**src/rtl/assemble_block.sv**
```systemverilog
// Packs a byte stream into 16-byte blocks (element 0 = first byte) and hands
// each block downstream over valid/ready, with optional padding and idle flush.
module assemble_block #(
    parameter int PAD_MODE       = 1,
    parameter int TIMEOUT_CYCLES = 0
) (
    input  logic             clk_in,
    input  logic             rst_in,
    input  logic [7:0]       byte_in,
    input  logic             byte_valid_in,
    input  logic             byte_last_in,
    output logic             byte_ready_out,
    output logic [15:0][7:0] block_out,
    output logic             block_valid_out,
    input  logic             block_ready_in,
    output logic             block_last_out,
    output logic [4:0]       byte_count_out
);

    localparam int IW = (TIMEOUT_CYCLES > 0) ? $clog2(TIMEOUT_CYCLES + 1) : 1;
    localparam logic [IW-1:0] IDLE_LAST = IW'((TIMEOUT_CYCLES > 0) ? TIMEOUT_CYCLES - 1 : 0);
    localparam logic TO_EN = (TIMEOUT_CYCLES > 0);

    typedef enum logic [1:0] {
        ST_FILL = 2'd0,
        ST_HOLD = 2'd1,
        ST_XPAD = 2'd2
    } state_e;

    state_e             state_q, state_d;
    logic [15:0][7:0]   block_q, block_d;
    logic [4:0]         count_q, count_d;
    logic [IW-1:0]      idle_q, idle_d;
    logic               valid_q, valid_d;
    logic               last_q, last_d;
    logic [4:0]         bcount_q, bcount_d;
    logic               pad_pend_q, pad_pend_d;
    logic               ready_q, ready_d;

    logic               byte_fire_s;
    logic               blk_fire_s;
    logic [4:0]         n_s;
    logic [7:0]         pad_s;

    // Next-state logic for the fill/hold/extra-pad sequencer
    always_comb begin
        state_d     = state_q;
        block_d     = block_q;
        count_d     = count_q;
        idle_d      = idle_q;
        valid_d     = valid_q;
        last_d      = last_q;
        bcount_d    = bcount_q;
        pad_pend_d  = pad_pend_q;
        byte_fire_s = byte_valid_in && ready_q;
        blk_fire_s  = valid_q && block_ready_in;
        n_s         = count_q + 5'd1;
        pad_s       = (PAD_MODE == 1) ? {3'b000, 5'd16 - n_s} : 8'h00;

        case (state_q)
            ST_FILL: begin
                if (byte_fire_s) begin
                    block_d[count_q[3:0]] = byte_in;
                    idle_d = '0;
                    if (byte_last_in) begin
                        for (int k = 0; k < 16; k++) begin
                            if (5'(k) >= n_s) begin
                                block_d[k] = pad_s;
                            end else begin
                                block_d[k] = block_d[k];
                            end
                        end
                        state_d  = ST_HOLD;
                        valid_d  = 1'b1;
                        bcount_d = n_s;
                        count_d  = n_s;
                        // A full final block under PKCS#7 needs a trailing all-pad block
                        if ((PAD_MODE == 1) && (n_s == 5'd16)) begin
                            last_d     = 1'b0;
                            pad_pend_d = 1'b1;
                        end else begin
                            last_d     = 1'b1;
                            pad_pend_d = 1'b0;
                        end
                    end else if (n_s == 5'd16) begin
                        state_d  = ST_HOLD;
                        valid_d  = 1'b1;
                        last_d   = 1'b0;
                        bcount_d = 5'd16;
                        count_d  = n_s;
                    end else begin
                        count_d = n_s;
                    end
                end else if (TO_EN && (count_q != 5'd0)) begin
                    // Flush fires on the idle cycle that would bring the counter to TIMEOUT_CYCLES
                    if (idle_q == IDLE_LAST) begin
                        for (int k = 0; k < 16; k++) begin
                            if (5'(k) >= count_q) begin
                                block_d[k] = 8'h00;
                            end else begin
                                block_d[k] = block_d[k];
                            end
                        end
                        state_d  = ST_HOLD;
                        valid_d  = 1'b1;
                        last_d   = 1'b0;
                        bcount_d = count_q;
                        idle_d   = '0;
                    end else begin
                        idle_d = idle_q + IW'(1);
                    end
                end else begin
                    idle_d = '0;
                end
            end
            ST_HOLD: begin
                if (blk_fire_s && pad_pend_q) begin
                    state_d    = ST_XPAD;
                    block_d    = {16{8'h10}};
                    valid_d    = 1'b1;
                    last_d     = 1'b1;
                    bcount_d   = 5'd0;
                    pad_pend_d = 1'b0;
                end else if (blk_fire_s) begin
                    state_d  = ST_FILL;
                    block_d  = '0;
                    count_d  = 5'd0;
                    valid_d  = 1'b0;
                    last_d   = 1'b0;
                    bcount_d = 5'd0;
                end else begin
                    state_d = ST_HOLD;
                end
            end
            ST_XPAD: begin
                if (blk_fire_s) begin
                    state_d  = ST_FILL;
                    block_d  = '0;
                    count_d  = 5'd0;
                    valid_d  = 1'b0;
                    last_d   = 1'b0;
                    bcount_d = 5'd0;
                end else begin
                    state_d = ST_XPAD;
                end
            end
            default: begin
                state_d    = ST_FILL;
                block_d    = '0;
                count_d    = 5'd0;
                idle_d     = '0;
                valid_d    = 1'b0;
                last_d     = 1'b0;
                bcount_d   = 5'd0;
                pad_pend_d = 1'b0;
            end
        endcase

        ready_d = (state_d == ST_FILL);
    end

    // State and registered outputs
    always_ff @(posedge clk_in) begin
        if (rst_in) begin
            state_q    <= ST_FILL;
            block_q    <= '0;
            count_q    <= 5'd0;
            idle_q     <= '0;
            valid_q    <= 1'b0;
            last_q     <= 1'b0;
            bcount_q   <= 5'd0;
            pad_pend_q <= 1'b0;
            ready_q    <= 1'b1;
        end else begin
            state_q    <= state_d;
            block_q    <= block_d;
            count_q    <= count_d;
            idle_q     <= idle_d;
            valid_q    <= valid_d;
            last_q     <= last_d;
            bcount_q   <= bcount_d;
            pad_pend_q <= pad_pend_d;
            ready_q    <= ready_d;
        end
    end

    assign byte_ready_out  = ready_q;
    assign block_out       = block_q;
    assign block_valid_out = valid_q;
    assign block_last_out  = last_q;
    assign byte_count_out  = bcount_q;

endmodule

```
**config.mk**
```make
export PLATFORM = sky130hd
export DESIGN_NAME = assemble_block
export DESIGN_NICKNAME = d
export VERILOG_FILES = /design/src/rtl/assemble_block.sv
export SDC_FILE = /design/constraint.sdc
export NUM_CORES = 1
export LEC_CHECK = 0
export BUFFER_PORTS_ARGS = -buffer_cell sky130_fd_sc_hd__buf_2
export CORE_UTILIZATION = 52
export DETAILED_ROUTE_END_ITERATION = 12
export GPL_TIMING_DRIVEN = 0
export PLACE_DENSITY = 0.75
export SLEW_MARGIN = 0
export SYNTH_ARGS = -nofsm -noshare
export SYNTH_HDL_FRONTEND = slang
export SYNTH_SLANG_ARGS = --single-unit
```
**constraint.sdc**
```tcl
create_clock -name clk_in -period 3.9 [get_ports clk_in]
set_input_delay 0.78 -clock clk_in [delete_from_list [all_inputs] [get_ports clk_in]]
set_output_delay 0.78 -clock clk_in [all_outputs]
set_load 0.1 [all_outputs]
```
==> out/summary.txt <==
Clock transition at path regs = 0.07 ns
worst min path class = reg2reg
Placed Cells = 1254
Initial Util = 53.14%
Setup CP Type = reg2reg
layout cells sized above 1 = 24.50%
number of buffers and inverters on the critical path = 4
CTS max path bufs = 2
post-synth cell types = 94
Power, Total = 5.611 mW
RSZ-0062 raised after global routing = no
DRT antenna net count = 0
# rows = 45
Avg WL per Cell = 24.84 um
total of max-cap violations = 0
n_diodes = 0
DR vias = 8693
die area = 15980 um2
Clock Tree Root = clkbuf_16
Hold WS = 0.4616 ns
Ports = 149
first-pass GRT wire length = 47400 um
Hold-fix buffers, CTS = 0
asr flop ratio synth = 0%
delay-heaviest family, CP = buffers and inverters
Max Slew Vio Count = 0
via density per instance = 6.760
DRC viols = 0
post-cts resize count = 0
Crit-path slowest cell = dfxtp_1
pin count of the biggest net entering global routing = 18
first-iteration detailed-routing DRC count = 1255
cts bufs inserted = 17
maximum fanout along the worst path = 10
crit-path most repeated cell = buf_2
die extent in y = 126.4 um
worst-skew pair later-pin latency = 0.44 ns
GRT Util Overall = 39.48%
Final Cycle Share = 98.17%
Mapped Area = 8049 um2
CP Data Required Time = 4.27 ns
non-filler cells, final = 1286
CP arrival = 4.20 ns
Peak VDD IR = 0.4872 mV
Finish-stage setup viols = 0
dpl hpwl = 22750 um
ys flop type = dfxtp_1
Core Region = 15150 um2
Die X = 126.4 um
H-tree Lvls = 4
flop2flop setup slack = 0.07 ns
final estimated routing congestion in global placement = 1.029
# Post-CTS Setup Buffers = 0
worst-margin pin slew = 0.9490 ns
I/O Buffers = 147
status = finished clean
Mapped Avg Cell Area = 8.758 um2
PD cells = 583.4 nW/um2
Setup TNS = 0 ns
nature of the critical path endpoint = flip-flop
# clock sinks = 144
drt first pass iters = 6
Static Leak = 4.118 nW
Hold Vio Cnt, Final = 0
core utilization of the finished layout = 63.50%
Slowest Stage Delay on Critical Path = 0.71 ns
wirelength, routed = 31940 um
sequential share of the synthesized area = 35.82%
Syn. warnings = 0
Synth Instances = 919
Rel. slew slack = 36.31%
crit path cell chain = buf_2 -> clkinv_1 -> ha_1 -> buf_2 -> inv_1 -> o2111a_1 -> a211oi_1 -> a21oi_1 -> o22ai_1
Max Fclk = 261.2 MHz
number of synthesized flops with an enable pin = 0
global route overflow = 0
Final min period = 3.829 ns
Worst Skew = 0.01376 ns
CTS tree = yes
vias in the first global route = 7766
initial antenna violation count = 0
Area Growth Syn to Fin = 19.49%
layout net count = 1108
number of synthesized register bits = 144
Syn Nets = 942
CP Launch Type = flip-flop
[synthesized netlist by cell type (all sizes together), types with 11 or more instances]
cell | instances | area, um2
and3 | 18 | 112.6
and2 | 11 | 68.82
o211ai | 15 | 112.6
buf | 34 | 212.7
a21oi | 39 | 198.9
nand3 | 35 | 185.2
o2bb2ai | 16 | 140.1
mux2i | 52 | 533.0
nand2 | 88 | 342.8
mux2 | 13 | 146.4
o22ai | 14 | 87.58
dfxtp | 144 | 2883
clkbuf | 46 | 173.9
a32o | 24 | 240.2
nor2 | 64 | 240.2
a22o | 39 | 341.6
nand4 | 12 | 75.07
a31oi | 16 | 115.1
nor3 | 24 | 152.6
o21ai | 58 | 320.3
inv | 25 | 93.84
[state kept, by name (all words and copies together), names as in the netlist]
| name | count |
|---|---|
| block_last_out | 1 |
| block_out | 128 |
| block_valid_out | 1 |
| byte_count_out | 5 |
| byte_ready_out | 1 |
| count_q | 5 |
| pad_pend_q | 1 |
| state_q | 2 |
[worst reg2reg max path, delay by kind of cell (launching register included)]
family / cells / cell delay (ns)
compound gates: 4 / 1.22
fa+ha+maj: 1 / 0.56
buf+inv: 4 / 1.26
flops: 1 / 0.71
[cell families (layout without fill, tap and decap cells)]
group                      after synthesis  count (layout)  synth area share [%]
AOI/OAI and AO/OA                      305             305                 29.71
and+or+nand+nor                        282             282                 17.47
DFF                                    144             144                 35.82
buffers and inverters                  109             288                 6.156
muxes                                   65              65                 8.441
adders and majority gates               10              10                 1.554
xor gates and xnor gates                 4               4                0.8551
[placed cells by master, fill, tap and decap left out, types with 18 or more instances in the layout]
cell and instances:
o21ai_0 48, nand2_1 85, nor2_1 64, nand3_1 33
buf_2 167, a32o_1 24, nor3_1 20, and3_1 18
dfxtp_1 144, a22o_1 39, a21oi_1 38, clkbuf_1 45
mux2i_1 51, inv_1 25
[worst paths after layout]
check                                    from                          end  cells after the start
setup / recovery      count_q[0]$_SDFFE_PP0P_   block_out[19]$_SDFFE_PP0N_                      9
hold / removal    block_out[103]$_SDFFE_PP0N_  block_out[103]$_SDFFE_PP0N_                      1
setup reg to reg      count_q[0]$_SDFFE_PP0P_   block_out[19]$_SDFFE_PP0N_                      9
hold reg to reg   block_out[103]$_SDFFE_PP0N_  block_out[103]$_SDFFE_PP0N_                      1
[per-layer routing]
metal,global-route usage [%],wire length (um),vias up
met2,58.21,13380,709
li1,-,-,3786
met1,52.92,12870,4073
met3,10.50,4161,125
met4,20.48,1522,0
met5,0,0,-
[cell type report]
cell class,count,area [um2]
plain buffers,80,386.6
clock buffers,17,425.4
clock inverters,15,172.7
fillers,1324,5528
inverters,29,108.9
multi-input cells,666,4671
flip-flops and latches,144,2883
well taps,188,235.2
repair buffers,147,735.7
[where the power goes]
group	switching, mW	internal, mW	total [mW]
logic	1.79	0.450	2.24
clock network	0.791	0.859	1.65
registers	0.117	1.60	1.72
[per-stage QoR]
stage          cell area (um2)  setup slack, ns
3_5_place_dp              9020           0.2421
2_1_floorplan             8049            1.307
5_1_grt                   9618         0.002177
6_report                  9618          0.07128
4_1_cts                   9618           0.2173
3_3_place_gp              9020           0.2249
No activity file was read; power rests on OpenSTA's default activity.
